===== src/rtl/izh_neuron_array.sv =====
// Time-multiplexed Izhikevich neuron core: one shared datapath updates N_NEURON (v,u) pairs per timestep.
// Optional clamping of every narrowing to W bits when NEURON_SAT_EN is defined (wraps otherwise).
module izh_neuron_array #(
   parameter int N_NEURON = 4,
   parameter int W        = 21,
   parameter int FRAC     = 10,
   parameter int DT_SHIFT = 4,
   parameter int A_SHIFT  = 6,
   parameter int B_SHIFT  = 2,
   parameter int VTH      = 30 << FRAC,
   parameter int VINIT    = -65 << FRAC,
   parameter int K140     = 140 << FRAC,
   localparam int IDXW    = (N_NEURON > 1) ? $clog2(N_NEURON) : 1
) (
   input  logic                  clk,
   input  logic                  set_n,
   input  logic                  start,
   input  logic [N_NEURON*W-1:0] I_bus,
   input  logic [W-1:0]          c,
   input  logic [W-1:0]          d,
   output logic                  busy,
   output logic                  done,
   output logic [N_NEURON-1:0]   spike_vec,
   input  logic [IDXW-1:0]       rd_idx,
   output logic [W-1:0]          rd_v,
   output logic [W-1:0]          rd_u
);
   localparam int IW = 2*W + 2;
   localparam logic signed [W-1:0]  VTH_W   = W'(VTH);
   localparam logic signed [W-1:0]  VINIT_W = W'(VINIT);
   localparam logic signed [W-1:0]  UINIT_W = VINIT_W >>> B_SHIFT;
   localparam logic signed [IW-1:0] K140E   = IW'(K140);

   typedef enum logic [2:0] {IDLE, READ, MUL, CALC, WRITE, DONE} state_t;

   state_t state, state_nxt;
   logic [IDXW-1:0]          idx;
   logic signed [W-1:0]      v_mem [N_NEURON];
   logic signed [W-1:0]      u_mem [N_NEURON];
   logic [N_NEURON*W-1:0]    i_lat;
   logic signed [W-1:0]      c_lat, d_lat, vr, ur, vn, un, i_cur;
   logic signed [2*W-1:0]    q, vx, sq;
   logic signed [IW-1:0]     qe, ve, ue, ie, une, de, dv, du, vn_w, un_w, ud_w;
   logic [N_NEURON-1:0]      spk_acc, spk_new;
   logic                     last, spike_now;

   function automatic logic signed [W-1:0] narrow(input logic signed [IW-1:0] x);
`ifdef NEURON_SAT_EN
      logic signed [W-1:0]  smax, smin;
      logic signed [IW-1:0] hi, lo;
      smax = {1'b0, {(W-1){1'b1}}};
      smin = {1'b1, {(W-1){1'b0}}};
      hi = smax;
      lo = smin;
      if (x > hi)      return smax;
      else if (x < lo) return smin;
      else             return W'(x);
`else
      return W'(x);
`endif
   endfunction

   // Sequencing: four cycles per neuron, then a single DONE cycle
   always_comb begin
      state_nxt = state;
      case (state)
         IDLE:    if (start) state_nxt = READ;
         READ:    state_nxt = MUL;
         MUL:     state_nxt = CALC;
         CALC:    state_nxt = WRITE;
         WRITE:   state_nxt = last ? DONE : READ;
         DONE:    state_nxt = IDLE;
         default: state_nxt = IDLE;
      endcase
   end

   assign busy = (state != IDLE);
   assign done = (state == DONE);
   assign last = (idx == IDXW'(N_NEURON - 1));

   always_ff @(posedge clk or negedge set_n) begin
      if (!set_n) state <= IDLE;
      else        state <= state_nxt;
   end

   // Euler update in 2W+2 bits so the quadratic term cannot overflow before narrowing
   always_comb begin
      vx    = vr;
      sq    = vx * vx;
      qe    = q;
      ve    = vr;
      ue    = ur;
      i_cur = $signed(i_lat[idx*W +: W]);
      ie    = i_cur;
      dv    = (qe >>> 5) + (qe >>> 7) + (qe >>> 9) + (ve <<< 2) + ve + K140E - ue + ie;
      du    = ((ve >>> B_SHIFT) - ue) >>> A_SHIFT;
      vn_w  = ve + (dv >>> DT_SHIFT);
      un_w  = ue + (du >>> DT_SHIFT);
      une   = un;
      de    = d_lat;
      ud_w  = une + de;
      spike_now    = (vn >= VTH_W);
      spk_new      = spk_acc;
      spk_new[idx] = spike_now;
   end

   always_ff @(posedge clk or negedge set_n) begin
      if (!set_n) begin
         for (int k = 0; k < N_NEURON; k++) begin
            v_mem[k] <= VINIT_W;
            u_mem[k] <= UINIT_W;
         end
         idx       <= '0;
         i_lat     <= '0;
         c_lat     <= '0;
         d_lat     <= '0;
         vr        <= '0;
         ur        <= '0;
         q         <= '0;
         vn        <= '0;
         un        <= '0;
         spk_acc   <= '0;
         spike_vec <= '0;
      end else begin
         case (state)
            IDLE: if (start) begin
               i_lat <= I_bus;
               c_lat <= c;
               d_lat <= d;
               idx   <= '0;
            end
            READ: begin
               vr <= v_mem[idx];
               ur <= u_mem[idx];
            end
            MUL:  q <= sq >>> FRAC;
            CALC: begin
               vn <= narrow(vn_w);
               un <= narrow(un_w);
            end
            WRITE: begin
               if (spike_now) begin
                  v_mem[idx] <= c_lat;
                  u_mem[idx] <= narrow(ud_w);
               end else begin
                  v_mem[idx] <= vn;
                  u_mem[idx] <= un;
               end
               spk_acc <= spk_new;
               if (last) spike_vec <= spk_new;
               else      idx <= idx + 1'b1;
            end
            default: ;
         endcase
      end
   end

   assign rd_v = v_mem[rd_idx];
   assign rd_u = u_mem[rd_idx];
endmodule


===== config.mk =====
export PLATFORM = sky130hd
export DESIGN_NAME = izh_neuron_array
export DESIGN_NICKNAME = d
export VERILOG_FILES = /design/src/rtl/izh_neuron_array.sv
export SDC_FILE = /design/constraint.sdc
export NUM_CORES = 2
export LEC_CHECK = 0
export CAP_MARGIN = 20
export CORE_MARGIN = 5
export CORE_UTILIZATION = 30
export CTS_BUF_LIST = sky130_fd_sc_hd__clkbuf_2 sky130_fd_sc_hd__clkbuf_4 sky130_fd_sc_hd__clkbuf_8
export DETAILED_ROUTE_END_ITERATION = 8
export GPL_TIMING_DRIVEN = 0
export SLEW_MARGIN = 20
export SYNTH_ARGS = -nofsm -noshare
export SYNTH_HDL_FRONTEND = slang
export SYNTH_SLANG_ARGS = --single-unit

===== constraint.sdc =====
create_clock -name clk -period 10 [get_ports clk]
set_input_delay 2 -clock clk [delete_from_list [all_inputs] [get_ports clk]]
set_output_delay 2 -clock clk [all_outputs]
set_load 0.03 [all_outputs]

==> results.toml <==
[grt]
grt_max_degree = 97
grt_pass1_wl_mm = 187
grtUsageTotal_pct = 17.3
grt_pass1_vias = 30900
overflow = 0
antenna_found_initial = 5

[sta]
drv_slew = 0
setup_violations = 0
period_share_pct = 90.7
hold_viol = 0
skew_ns = 0.0485
rsz0062_at_grt = "no"
holdWs_ns = 0.479
slew_headroom_pct = 22.9
worst_slew_pin_slew_ns = 1.16
finalCriticalPeriod_ns = 9.07
fmax_mhz = 110

[logic_synthesis]
synth_edf_count = 0
ys_warn_count = 0
async_reset_ff_share_pct = 100
synth-seq-cells = 417
synth_top_area_share_pct = 26.6
syn_avg_cell_area_um2 = 10.1
synthXorXnorAreaFrac_pct = 2.76
syn_area_mm2 = 0.0399
synthAdderAreaFrac_pct = 34.5
yosysUniqueCellTypes = 70
yosysSeqAreaShare_pct = 26.4
yosys.area_share.simple_pct = 8.42
yosys.area.top_type = "fa_1"
synth_area_leaders = "fa_1 27%, dfrtp_1 21%, ha_1 7.9%"
synthFlopType = "dfrtp_1"
syn_inst = 3935
synthMuxAreaShare_pct = 9.93
syn-num-nets = 4848
synth_top_family_by_area = "adder cells"
synth_compound_area_share_pct = 9.11

[floorplan]
core_mm2 = 0.132
die-area_mm2 = 0.140
ios = 179
dieWidth_um = 375
initial_core_util_pct = 30.3
row_count = 133
die_y_um = 375

[cells_and_area]
fin_nets = 5110
layout-drive-gt1-share_pct = 12.1
area_delta_synth_final_pct = 14.6
design_area_mm2 = 0.0457
fillers = 13500

[detailed_routing]
wl_per_cell_um = 20.1
drc = 0
dr.pass1.iters = 7
finalWirelength_mm = 121
viasPerCell = 4.84
vias = 29200
drtAntennaViolNets = 0
dr.first_iter.drc_count = 1981

[worst_setup_path]
cp.depth = 32
crit_arrival_ns = 9.58
required_ns = 10.51
rrSetupSlack_ns = 0.93
cpMaxStageDelayCell = "clkbuf_1"
cp-start-kind = "flop"
worst-path-buf-inv = 6
crit_path_max_incr_delay_ns = 0.92
r2r_cells = 32
crit_family = "adder cells"
crit_type = "flop to flop"
cp-end-kind = "flop"
worst-path-max-fanout = 10

[status]
status = "finished clean"

[cts]
h-tree-depth = 3
numCtsBuffers = 78
cts_resized = 0
cts_tree = "built"
cts-root-buf = "clkbuf_8"
cts_hold_buf = 0
clock_path_buffers = 3
cts.sink_count = 417
clk_pin_slew_worst_paths_ns = 0.07
post-cts-setup-buffers = 0
clk-insertion-delay-late_ns = 0.67

[place]
dpl.hpwl_mm = 96.1
place.gp.congestion = 0.896
port_buffers = 176
dpl_cell_area_mm2 = 0.0440

[min_path]
holdPathStages = 2
hold_class = "flop to flop"

[job]
drv_cap = 0
routing by layer:
metal	wire length, um	GRT usage [%]
met2	57900	28.7
met3	8640	2.93
met1	49700	22.7
met5	13	0
met4	4840	6.31
worst reg2reg max path: cells and delay by family, from the launching register on:
kind	cells	cell delay, ns
AOI/OAI and AO/OA	10	2.12
xor gates and xnor gates	3	0.52
adders and majority gates	6	2.53
buffers and inverters	6	2.06
DFF	1	0.41
muxes	1	0.37
and+or+nand+nor	6	0.93
kinds of logic after synthesis:
logic type               Yosys count
AO/OA/AOI/OAI                    639
XOR/XNOR                         124
adder cells (fa/ha/maj)          782
buffers and inverters            945
flip-flops                       417
multiplexers                     247
AND/OR/NAND/NOR                  781
layout make-up:
class | instances | area (um^2) | share of cell area, %
multi-input combinational | 2573 | 25800 | 56.5
sequential | 417 | 10500 | 23.1
inverter | 790 | 2970 | 6.48
tap | 1755 | 2200 | 4.80
timing repair buffer | 182 | 1900 | 4.15
clock buffer | 127 | 1520 | 3.33
buffer | 155 | 589 | 1.29
clock inverter | 19 | 183 | 0.399
antenna | 3 | 7.51 | 0.0164
stage by stage:
stage / util (%) / setup TNS, ns / instances / worst slack, ns
5_1_grt: 34.7 / 0 / 6021 / 0.482
2_1_floorplan: - / 0 / 3935 / 2.24
3_3_place_gp: 33.3 / -4434.71 / 5866 / -11.94
4_1_cts: 34.7 / 0 / 6017 / 0.763
3_5_place_dp: 33.4 / 0 / 5871 / 0.848
6_report: 34.7 / 0 / 6021 / 0.931
cells in the mapped netlist, types with 80 or more instances:
library cell    n
inv_1         779
fa_1          530
nand2_1       448
dfrtp_1       329
o21ai_0       305
ha_1          252
a21oi_1       188
nor2_1        153
mux2_2        140
clkbuf_1      139
mux4_2        105
dfstp_2        88
xnor2_1        80
flip-flops by register name, summed over array words and instances, names as in the netlist:
| register | cells |
|---|---|
| idx | 2 |
| spike_vec | 4 |
| ur | 21 |
| i_lat | 84 |
| vn | 21 |
| state | 3 |
| un | 21 |
| c_lat | 21 |
| u_mem | 84 |
| v_mem | 84 |
| q | 27 |
| d_lat | 21 |
| vr | 21 |
| spk_acc | 3 |
cells in the final DEF, fill, tap and decap left out, types with 5 or more instances in the layout:
master,netlist,routed
inv_1,779,779
fa_1,530,530
nand2_1,448,448
dfrtp_1,329,329
o21ai_0,305,305
ha_1,252,252
a21oi_1,188,188
clkdlybuf4s50_1,0,175
nor2_1,153,152
mux2_2,140,140
clkbuf_1,139,136
mux4_2,105,105
clkbuf_8,0,91
dfstp_2,88,88
xnor2_1,80,80
xor2_1,43,43
and2_1,42,42
nor2b_1,38,38
clkbuf_4,0,36
a21o_1,34,34
nor3_1,28,28
nand2b_1,18,18
o21a_1,18,18
buf_1,16,13
nand3_1,13,13
o31ai_1,13,13
o21bai_1,12,12
clkinv_1,11,11
nand4_1,10,10
or3_1,9,9
a211oi_1,9,9
clkinv_2,0,9
a31oi_1,7,7
o2111ai_1,6,6
a31o_2,5,5
and3_1,5,5
and4_1,5,5
o211ai_1,5,5
path summary, 6_finish.rpt:
path / start / to
max: idx[1] / vn[20]
min: spk_acc[2] / spk_acc[2]
max reg2reg: idx[1] / vn[20]
min reg2reg: spk_acc[2] / spk_acc[2]
max in group asynchronous: set_n / i_lat[50]
min in group asynchronous: set_n / c_lat[4]
Power is not shown: default switching activity piles up to over one toggle a cycle in this logic, so the estimate is an artifact.
